## src/rtl/clk_rate_pkg.sv

```systemverilog
// Shared types, default divisors and the divisor-table lookup for the clock-rate sequencer.
package clk_rate_pkg;

  localparam int SEL_W   = 2;
  localparam int NUM_SEL = 4;

  typedef enum logic {STOP = 1'b0, RUN = 1'b1} state_e;

  localparam logic [27:0] DIV_11HZ = 28'd9090909;
  localparam logic [27:0] DIV_1HZ  = 28'd100000000;
  localparam logic [27:0] DIV_2HZ  = 28'd50000000;
  localparam logic [27:0] DIV_5HZ  = 28'd20000000;

  // Entry n holds the divisor for sel == n.
  typedef logic [NUM_SEL-1:0][31:0] div_tbl_t;

  function automatic logic [31:0] div_of(input logic [SEL_W-1:0] sel, input div_tbl_t tbl);
    return tbl[sel];
  endfunction

endpackage

```

## src/rtl/clk_div_core.sv

```systemverilog
// Divide counter producing clock_out and a period-start tick; periods start only on load.
module clk_div_core #(
  parameter int CNT_W = 28
) (
  input  logic             clock_in,
  input  logic             reset_n,
  input  logic [CNT_W-1:0] div,
  input  logic             run,
  input  logic             load,
  output logic             wrap,
  output logic             clock_out,
  output logic             tick
);

  logic [CNT_W-1:0] cnt_q, cnt_d, cnt_inc, half;
  logic             clk_q, clk_d, tick_q, tick_d;

  assign half    = div >> 1;
  assign cnt_inc = cnt_q + CNT_W'(1);
  assign wrap    = run && (cnt_q == div - CNT_W'(1));

  // Anything that is neither a new period nor a mid-period count parks the counter low.
  always_comb begin
    cnt_d  = '0;
    clk_d  = 1'b0;
    tick_d = 1'b0;
    if (load) begin
      clk_d  = 1'b1;
      tick_d = 1'b1;
    end else if (run && !wrap) begin
      cnt_d = cnt_inc;
      clk_d = (cnt_inc < half);
    end
  end

  always_ff @(posedge clock_in or negedge reset_n) begin
    if (!reset_n) begin
      cnt_q  <= '0;
      clk_q  <= 1'b0;
      tick_q <= 1'b0;
    end else begin
      cnt_q  <= cnt_d;
      clk_q  <= clk_d;
      tick_q <= tick_d;
    end
  end

  assign clock_out = clk_q;
  assign tick      = tick_q;

endmodule

```

## src/rtl/clk_rate_sequencer.sv

```systemverilog
// Run/stop FSM and rate-change handshake around clk_div_core; rate changes land only on period boundaries.
module clk_rate_sequencer
  import clk_rate_pkg::*;
#(
  parameter int               CNT_W     = 28,
  parameter logic [CNT_W-1:0] DIV0      = CNT_W'(DIV_11HZ),
  parameter logic [CNT_W-1:0] DIV1      = CNT_W'(DIV_1HZ),
  parameter logic [CNT_W-1:0] DIV2      = CNT_W'(DIV_2HZ),
  parameter logic [CNT_W-1:0] DIV3      = CNT_W'(DIV_5HZ),
  parameter logic [SEL_W-1:0] RESET_SEL = 2'd0
) (
  input  logic             clock_in,
  input  logic             reset_n,
  input  logic             enable,
  input  logic [SEL_W-1:0] sel,
  input  logic             sel_valid,
  output logic             sel_ready,
  output logic             clock_out,
  output logic             tick,
  output logic [SEL_W-1:0] active_sel,
  output logic             running
);

  if (CNT_W > 32 || DIV0 < CNT_W'(2) || DIV1 < CNT_W'(2) ||
      DIV2 < CNT_W'(2) || DIV3 < CNT_W'(2)) begin : g_bad_div
    $error("clk_rate_sequencer: divisors must be >= 2 and CNT_W <= 32");
  end

  localparam div_tbl_t DIV_TBL = {32'(DIV3), 32'(DIV2), 32'(DIV1), 32'(DIV0)};

  state_e           state_q, state_d;
  logic [SEL_W-1:0] active_sel_q, active_sel_d;
  logic [SEL_W-1:0] pend_q, pend_d;
  logic             pend_vld_q, pend_vld_d;
  logic             rdy_q;
  logic             running_q, running_d;
  logic             load, run, wrap, accept;
  logic [CNT_W-1:0] div;

  assign div    = CNT_W'(div_of(active_sel_q, DIV_TBL));
  assign run    = (state_q == RUN);
  assign accept = sel_valid && rdy_q;

  clk_div_core #(.CNT_W(CNT_W)) u_core (
    .clock_in  (clock_in),
    .reset_n   (reset_n),
    .div       (div),
    .run       (run),
    .load      (load),
    .wrap      (wrap),
    .clock_out (clock_out),
    .tick      (tick)
  );

  always_comb begin
    state_d      = state_q;
    active_sel_d = active_sel_q;
    pend_d       = pend_q;
    pend_vld_d   = pend_vld_q;
    running_d    = running_q;
    load         = 1'b0;
    case (state_q)
      STOP: begin
        // A request caught on the stop wrap is still pending here; drain it first.
        if (pend_vld_q) begin
          active_sel_d = pend_q;
          pend_vld_d   = 1'b0;
        end else if (accept) begin
          active_sel_d = sel;
        end
        if (enable) begin
          state_d   = RUN;
          running_d = 1'b1;
          load      = 1'b1;
        end
      end
      RUN: begin
        if (wrap) begin
          if (pend_vld_q) begin
            active_sel_d = pend_q;
            pend_vld_d   = 1'b0;
          end
          if (enable) begin
            load = 1'b1;
          end else begin
            state_d   = STOP;
            running_d = 1'b0;
          end
        end
        if (accept) begin
          pend_d     = sel;
          pend_vld_d = 1'b1;
        end
      end
      default: state_d = STOP;
    endcase
  end

  always_ff @(posedge clock_in or negedge reset_n) begin
    if (!reset_n) begin
      state_q      <= STOP;
      active_sel_q <= RESET_SEL;
      pend_q       <= '0;
      pend_vld_q   <= 1'b0;
      rdy_q        <= 1'b1;
      running_q    <= 1'b0;
    end else begin
      state_q      <= state_d;
      active_sel_q <= active_sel_d;
      pend_q       <= pend_d;
      pend_vld_q   <= pend_vld_d;
      rdy_q        <= !pend_vld_d;
      running_q    <= running_d;
    end
  end

  assign sel_ready  = rdy_q;
  assign active_sel = active_sel_q;
  assign running    = running_q;

endmodule

```

## config.mk

```make
export PLATFORM = sky130hd
export DESIGN_NAME = clk_rate_sequencer
export DESIGN_NICKNAME = d
export VERILOG_FILES = /design/src/rtl/clk_rate_pkg.sv /design/src/rtl/clk_div_core.sv /design/src/rtl/clk_rate_sequencer.sv
export SDC_FILE = /design/constraint.sdc
export NUM_CORES = 1
export LEC_CHECK = 0
export ABC_CLOCK_PERIOD_IN_PS = 3810
export BUFFER_PORTS_ARGS = -buffer_cell sky130_fd_sc_hd__buf_2
export CAP_MARGIN = 20
export CORE_MARGIN = 2
export CORE_UTILIZATION = 35
export CTS_BUF_LIST = sky130_fd_sc_hd__clkbuf_8
export CTS_CLUSTER_SIZE = 40
export DETAILED_ROUTE_END_ITERATION = 7
export PLACE_DENSITY = 0.5
export SKIP_CTS_REPAIR_TIMING = 1
export SLEW_MARGIN = 10
export SYNTH_ARGS = -nofsm -noshare
export SYNTH_HDL_FRONTEND = slang
export SYNTH_SLANG_ARGS = --single-unit
```

## constraint.sdc

```tcl
create_clock -name clock_in -period 3.81 [get_ports clock_in]
set_clock_uncertainty 0.1 [all_clocks]
set_input_delay 0.1905 -clock clock_in [delete_from_list [all_inputs] [get_ports clock_in]]
set_output_delay 0.1905 -clock clock_in [all_outputs]
set_load 0.02 [all_outputs]
```

==> impl_metrics.toml, run 1 <==
[run_status]
status = "complete, but fails checks"
violations = "negative hold slack"

[clock_network]
clockBufferDepth = 2
cts_root_buf = "clkbuf_8"
clk_pin_slew_ns = 0.08
cts_tree = "done"
clk_latency_ns = 0.29
numCtsBuffers = 5
cts_sinks = 38
htree_levels = 2

[placed_design]
globalplace.congestion = 0.891
hpwl_mm = 4.66
pre_cts_slack_ns = 0.481
port_buffers = 11

[finish]
drive_gt1_frac = 0.122
fillerInstances = 770
diodes = 0
area_growth_pct = 10.6
finalNetCount = 323

[synthesis]
ys_async_sr_fraction = 1.00
synth.largest_area_cell = "dfrtp_1"
ys.flop_type = "dfrtp_1"
yosysWarningCount = 0
synth_top_area_frac = 0.351
syn-cell-area_sq_um = 2640
synthMostInstantiatedCell = "dfrtp_1"
synth.avg_cell_area_sq_um = 9.73
yosys_register_bits = 38
synth_cells = 271
synthTopCellsByArea = "dfrtp_1 35%, ha_1 14%, xor2_1 5.6%"
synth_edf_count = 0
synthTopCellsByCount = "37 x dfrtp_1, 30 x ha_1, 23 x nor2_1, 23 x nor2b_1"
synth.distinct_cells = 46
ys_seq_area_frac = 0.361
synthesis.nets = 307

[timing]
slew_headroom = 0.415
whs_ns = -0.0779
max_freq_mhz = 303
slew_violations = 0
tns_ns = 0
max_slew.worst_pin.slew_ns = 0.877
min_period_ns = 3.30
timing.final.ws_setup_ns = 0.511
post-route-period-util = 0.866
hold_viol_final = 37
rsz0062_at_grt = "no"
setup_viol = 0

[route]
dr.pass1.iters = 4
wl_per_cell_microns = 15.8
first_iter_violations = 60
drtAntennaViolNets = 0
via_count = 1976
wl_mm = 6.10
route.detailed.drc = 0
viasPerCell = 5.11

[power]
p_per_area_nw_per_um2 = 240
ir_drop_uv = 129
p_leak_nw = 1.42

[grt]
grt_pass1_wl_mm = 10.5
antenna_found_initial = 0
overflow = 0
grt_max_degree = 39
grt_usage = 0.162
grt_pass1_vias = 2062

[floorplan]
die_area_sq_um = 8250
row_count = 31
ios = 12
initial_core_util = 0.362
fp.dieW_microns = 90.8
die_h_microns = 90.8
core-area_sq_um = 7290

[setup_path]
max_stage_delay_ns = 0.43
crit_type = "flop to flop"
r2r_slack_ns = 0.51
cpLargestDelayFamily = "compound AO/OA/AOI/OAI gates"
worst_path_max_delay_cell = "dfrtp_1"
crit_required_ns = 3.90
r2r_cells = 12
r2r_end = "u_core.clock_out"
reg2reg_from = "u_core.cnt_q[2]"
crit_chain = "nand4_2 > nor4_4 > buf_4 > nand3_1 > xnor2_1 > ha_1 > nand2_1 > nor2_1 > a2111oi_0 > nor2_1 > a211o_1 > o41ai_1"
crit_top_cell = "nor2_1"
cp-start-kind = "flop"
worst-path-buf-inv = 1
critPathCaptureType = "flop"
crit_fanout = 7
arrival_ns = 3.38

[job]
maxCapViolations = 0

[worst_hold_path]
hp-class = "input pin to async pin"
-- per-layer routing --
| metal | track usage | vias to the layer above | share of wire |
|---|---|---|---|
| met1 | 0.223 | 964 | 0.50 |
| met5 | 0 | - | 0 |
| met2 | 0.256 | 24 | 0.46 |
| met3 | 0.0301 | 9 | 0.023 |
| met4 | 0.0581 | 0 | 0.018 |
| li1 | - | 979 | - |
-- registers in the layout (all words and copies together) (netlist names) --
register          count
pend_q                2
sel_ready             1
pend_vld_q            1
u_core.tick           1
active_sel            2
u_core.cnt_q         28
run                   1
u_core.clock_out      1
running               1
-- through the flow --
stage / cell area, sq um / cells / utilization / total power [mW]
after floorplan: 2640 / 271 / - / 0.411
after global placement: 2830 / 379 / 0.388 / 0.423
after detailed placement: 2830 / 379 / 0.388 / 0.423
after CTS: 2920 / 387 / 0.400 / 0.717
after global routing: 2920 / 387 / 0.400 / 0.732
final: 2920 / 387 / 0.400 / 0.701
-- kinds of logic after synthesis --
logic type,Yosys count,synth area share
AO/OA/AOI/OAI,31,0.0897
XOR/XNOR,31,0.103
adder cells (fa/ha/maj),30,0.142
buffers and inverters,20,0.0323
flip-flops,38,0.361
multiplexers,7,0.0280
AND/OR/NAND/NOR,114,0.244
-- how the worst max path moves through the flow --
| stage | startpoint | end | slack [ns] | cells after the start |
|---|---|---|---|---|
| floorplan | u_core.cnt_q[2] | u_core.clock_out | 0.72 | 12 |
| global placement | u_core.cnt_q[2] | u_core.clock_out | 0.55 | 12 |
| detailed placement | u_core.cnt_q[2] | u_core.clock_out | 0.48 | 12 |
| CTS | u_core.cnt_q[2] | u_core.clock_out | 0.51 | 12 |
| global route | u_core.cnt_q[2] | u_core.clock_out | 0.15 | 12 |
| finish | u_core.cnt_q[2] | u_core.clock_out | 0.51 | 12 |
-- placed cells by master (no fill, tap or decap), types with 2 or more instances in the layout --
cell,count
a2111oi_0,2
a21o_1,2
a21oi_1,10
and3_1,8
buf_2,11
buf_4,3
clkbuf_8,6
dfrtp_1,37
ha_1,30
inv_1,14
mux2_2,3
mux2i_1,4
nand2_1,17
nand2b_1,3
nand3_1,14
nand4_1,7
nor2_1,23
nor2b_1,23
nor3_1,5
nor4_1,2
nor4_4,2
nor4b_1,2
o21ai_0,5
o221ai_1,2
xnor2_1,14
xor2_1,17
-- cell type report --
cell class	count	area, sq um	area share
Tap cell	99	124	0.0425
Clock buffer	6	82.6	0.0283
Multi-Input combinational cell	213	1600	0.548
Inverter	14	52.6	0.0180
Clock inverter	2	8.76	0.00300
Timing Repair Buffer	15	97.6	0.0334
Sequential cell	38	952	0.326
-- power breakdown --
part / total (mW) / internal (mW) / switching, mW
Clock: 0.287 / 0.144 / 0.143
Combinational: 0.0111 / 0.00204 / 0.00907
Sequential: 0.403 / 0.403 / 0
Power figures use the tool's default switching activity.
==> run 2: changes to the inputs <==
--- a/config.mk
+++ b/config.mk
@@ -18,4 +18,5 @@
 export SLEW_MARGIN = 10
 export SYNTH_ARGS = -nofsm -noshare
 export SYNTH_HDL_FRONTEND = slang
+export SYNTH_HIERARCHICAL = 1
 export SYNTH_SLANG_ARGS = --single-unit
==> impl_metrics.toml, run 2 <==
[power]
p_leak_nw = 2.20
p_per_area_nw_per_um2 = 296
ir_drop_uv = 197

[synthesis]
synth.distinct_cells = 73
ys.flop_type = "dfrtp_1"
synth_xor_area_frac = 0.131
yosys.area_share.simple = 0.299
synth_cells = 443
synth_top_family_by_area = "simple AND/OR/NAND/NOR gates"
synthMuxAreaShare = 0.0183
synthTopCellsByCount = "41 x inv_1, 37 x dfrtp_1, 37 x xnor2_1, 35 x ha_1, 29 x nor2_1"
ys_seq_area_frac = 0.241
synth.avg_cell_area_sq_um = 8.93
syn-cell-area_sq_um = 3960
synth_adder_area_share = 0.111
yosysWarningCount = 6
synth_compound_area_frac = 0.117
ys_async_sr_fraction = 1.00
synth_edf_count = 0
synthTopCellsByArea = "dfrtp_1 23%, ha_1 11%, xnor2_1 8.2%"
synth_top_area_frac = 0.234
synthMostInstantiatedCell = "inv_1"
yosys_register_bits = 38
synth.largest_area_cell = "dfrtp_1"

[finish]
finalNetCount = 547
drive_gt1_frac = 0.296
final_cell_mix = "42 x buf_4, 37 x inv_1, 37 x xnor2_1"
fin_cells = 647
multi_input_area_sq_um = 3000
top_register = "u_core/cnt_q"
area_growth_pct = 23.6
diodes = 0
fillerInstances = 1069
seqCellArea_sq_um = 955
largest_reg_flops = 28
mostFrequentLayoutCell = "buf_4"

[grt]
overflow = 0
antenna_found_initial = 0
grt_usage = 0.184
grt_pass1_vias = 3235
grt_max_degree = 39
grt_pass1_wl_mm = 17.1

[timing]
hold_viol_final = 0
setup_viol = 0
slew_violations = 0
max_slew.worst_pin.slew_ns = 0.956
max_freq_mhz = 270
min_period_ns = 3.70
rsz0062_at_grt = "yes"
post-route-period-util = 0.972
tns_ns = 0
slew_headroom = 0.357

[setup_path]
cp-start-kind = "flop"
crit_required_ns = 3.88
critPathCaptureType = "flop"
arrival_ns = 3.78
max_stage_delay_ns = 0.51
cpLargestDelayFamily = "simple AND/OR/NAND/NOR gates"
crit_type = "flop to flop"
crit_fanout = 7
worst_path_max_delay_cell = "or4b_4"
crit_chain = "inv_4 > ha_4 > inv_2 > ha_4 > or4b_4 > or4_4 > o311a_4 > nand2_4 > nand4_1 > a2111oi_4 > and2_4 > inv_2 > nand2_2 > and2_4 > or2b_4 > clkbuf_16 > nor3b_2"
worst-path-buf-inv = 4

[clock_network]
clk_latency_ns = 0.29
clk_pin_slew_ns = 0.08
numCtsBuffers = 5
cts_root_buf = "clkbuf_8"
cts_sinks = 38
htree_levels = 2
cts_tree = "done"
clockBufferDepth = 2

[route]
viasPerCell = 5.20
dr.pass1.iters = 4
drtAntennaViolNets = 0
first_iter_violations = 138
wl_mm = 10.6
route.detailed.drc = 0
wl_per_cell_microns = 16.3
via_count = 3365

[floorplan]
ios = 12
die_h_microns = 110
core-area_sq_um = 10900
fp.dieW_microns = 110
row_count = 38
initial_core_util = 0.362
die_area_sq_um = 12200

[placed_design]
port_buffers = 11
hpwl_mm = 8.44
globalplace.congestion = 0.847
dp.cells = 623

[run_status]
status = "finished clean"

[worst_hold_path]
hp-class = "input pin to flop"

[job]
maxCapViolations = 0
-- run 2: final cells by class --
class                      instances  area share
sequential                        38       0.195
tap                              140      0.0358
inverter                          41      0.0325
clock buffer                       6      0.0169
clock inverter                     2     0.00256
timing repair buffer              61       0.105
multi-input combinational        359       0.612
-- run 2: per-stage QoR --
step	setup slack (ns)	power (mW)	cell area [sq um]	hold WS, ns	util
global route	-0.0485	1.57	4890	0.0422	0.447
finish	0.107	1.45	4890	0.0347	0.447
global placement	0.0678	1.12	4570	0.251	0.418
detailed placement	0.0476	1.14	4570	0.246	0.418
CTS	0.00649	1.43	4660	-0.0697	0.426
floorplan	-0.0373	0.966	4230	-0.205	-
-- run 2: worst paths after layout --
check	slack, ns	endpoint	start	depth (start not counted)
setup / recovery	0.11	u_core/cnt_q[5]	active_sel[1]	17
hold / removal	0.03	run	enable	2
setup reg to reg	0.11	u_core/cnt_q[5]	active_sel[1]	17
hold reg to reg	0.41	u_core/cnt_q[0]	u_core/cnt_q[0]	1
max in group asynchronous	2.58	active_sel[1]	reset_n	2
min in group asynchronous	0.46	u_core/cnt_q[24]	reset_n	2
-- run 2: routing by layer --
metal | vias up | routed length, microns | track usage
met4 | 0 | 110 | 0.0491
met2 | 41 | 4980 | 0.295
met1 | 1623 | 5220 | 0.267
met3 | 7 | 259 | 0.0141
li1 | 1694 | - | -
met5 | - | 0 | 0
-- run 2: kinds of logic (layout without fill, tap and decap cells) --
group,count (synthesis),in the layout
mux,7,7
flops,38,38
xor+xnor,59,59
simple gates,179,179
fa+ha+maj,35,35
buf+inv,62,110
other cells,2,18
compound gates,61,61
-- run 2: report_power, final --
part	total (mW)	switching [mW]	leakage, nW	internal, mW
combinational	0.633	0.332	1.66	0.301
sequential	0.527	0.0682	0.490	0.458
clock	0.286	0.141	0.0472	0.145
total	1.45	0.541	2.20	0.905
==> run 3: changes to the inputs <==
--- a/config.mk
+++ b/config.mk
@@ -10,7 +10,6 @@
 export CAP_MARGIN = 20
 export CORE_MARGIN = 2
 export CORE_UTILIZATION = 35
-export CTS_BUF_LIST = sky130_fd_sc_hd__clkbuf_8
 export CTS_CLUSTER_SIZE = 40
 export DETAILED_ROUTE_END_ITERATION = 7
 export PLACE_DENSITY = 0.5
==> impl_metrics.toml, run 3 (synthesis gave the netlist of run 2 again) <==
[route]
via_count = 3387
dr.pass1.iters = 4
topRoutingLayerUsed = "met4"
wl_mm = 10.7
route.met3.wl_microns = 169
met2_length_mm = 5.08
route.detailed.drc = 0
drtAntennaViolNets = 0
first_iter_violations = 165
viasPerCell = 5.23
wl_met1_mm = 5.37
wl_per_cell_microns = 16.5

[placed_design]
hpwl_mm = 8.44
globalplace.congestion = 0.847
dp.cells = 623
port_buffers = 11

[grt]
antenna_found_initial = 0
grt_max_degree = 39
grt_pass1_wl_mm = 17.3
overflow = 0
grt_usage = 0.185
grt_pass1_vias = 3248

[floorplan]
fp.dieW_microns = 110
initial_core_util = 0.362
core-area_sq_um = 10900
die_area_sq_um = 12200
ios = 12
row_count = 38
die_h_microns = 110

[job]
maxCapViolations = 0

[clock_network]
cts_root_buf = "clkbuf_16"
htree_levels = 2
clk_latency_ns = 0.28
cts_tree = "done"
clockBufferDepth = 2
cts_sinks = 38
numCtsBuffers = 5
clk_pin_slew_ns = 0.06

[power]
p_leak_nw = 2.23
p_per_area_nw_per_um2 = 319
p_comb_frac = 0.402
clkPwrFrac = 0.263
p_sw_frac = 0.354
ir_drop_uv = 233
p_seq_frac = 0.335
power.switching_uw = 559
p_int_mw = 1.02

[setup_path]
crit_type = "flop to flop"
crit_required_ns = 3.90
cp-start-kind = "flop"
crit_fanout = 7
critPathCaptureType = "flop"
arrival_ns = 3.80

[finish]
mostFrequentLayoutCell = "buf_4"
finalNetCount = 547
fin_cells = 647
largest_reg_flops = 28
drive_gt1_frac = 0.296
fillerInstances = 1053
area_growth_pct = 24.9
final_cell_mix = "42 x buf_4, 37 x inv_1, 37 x xnor2_1"
top_register = "u_core/cnt_q"
seqCellArea_sq_um = 955
diodes = 0
multi_input_area_sq_um = 2990

[timing]
max_slew.worst_pin.slew_ns = 0.937
tns_ns = 0
max_freq_mhz = 270
slew_headroom = 0.370
min_period_ns = 3.70
setup_viol = 0
rsz0062_at_grt = "yes"
hold_viol_final = 0
slew_violations = 0
post-route-period-util = 0.972

[run_status]
status = "finished clean"

[worst_hold_path]
hp-class = "input pin to flop"
## run 3: cell type report
type,count,area share
flip-flops and latches,38,0.193
clock buffers,6,0.0281
multi-input cells,359,0.605
clock inverters,2,0.00253
well taps,140,0.0354
repair buffers,61,0.104
inverters,41,0.0322
## run 3: metal layers
metal  track usage  up-vias
met5             0        -
met4        0.0491        0
met3        0.0112        6
met2         0.297       34
met1         0.271     1651
li1              -     1696
## run 3: critical path: stages, from the launching register on
cell       delay [ns]
dfrtp_2          0.39
inv_4            0.06
ha_4             0.19
inv_2            0.07
ha_4             0.13
or4b_4           0.51
or3_4            0.37
a2111oi_4        0.35
nor4_4           0.08
nand4_1          0.14
a2111oi_4        0.07
and2_4           0.20
inv_2            0.05
nand2_2          0.05
and2_4           0.15
or2b_4           0.32
clkbuf_16        0.18
nor3b_2          0.19
## run 3: worst paths after layout
path / depth (start not counted) / slack, ns / start / endpoint
hold reg to reg: 1 / 0.41 / pend_q[1] / pend_q[1]
hold / removal: 2 / 0.05 / enable / run
setup / recovery: 17 / 0.11 / active_sel[1] / u_core/cnt_q[7]
setup reg to reg: 17 / 0.11 / active_sel[1] / u_core/cnt_q[7]
max in group asynchronous: 2 / 2.57 / reset_n / active_sel[1]
min in group asynchronous: 2 / 0.46 / reset_n / u_core/cnt_q[24]
## run 3: per-stage QoR
step | instance area [sq um] | power [mW] | worst slack, ns | utilization | hold slack (ns)
2_1_floorplan | 4230 | 0.966 | -0.0373 | - | -0.205
3_3_place_gp | 4570 | 1.12 | 0.0678 | 0.418 | 0.251
3_5_place_dp | 4570 | 1.14 | 0.0476 | 0.418 | 0.246
4_1_cts | 4720 | 1.56 | 0.0120 | 0.431 | -0.0494
5_1_grt | 4940 | 1.69 | -0.0452 | 0.452 | 0.0629
6_report | 4940 | 1.58 | 0.105 | 0.452 | 0.0460
## run 3: power by group through the flow
stage | clock network (mW) | registers (mW) | logic [mW]
floorplan | 0 | 0.515 | 0.451
global placement | 0 | 0.531 | 0.593
finish | 0.415 | 0.528 | 0.635
CTS | 0.426 | 0.526 | 0.609
detailed placement | 0 | 0.533 | 0.607
global route | 0.441 | 0.538 | 0.717
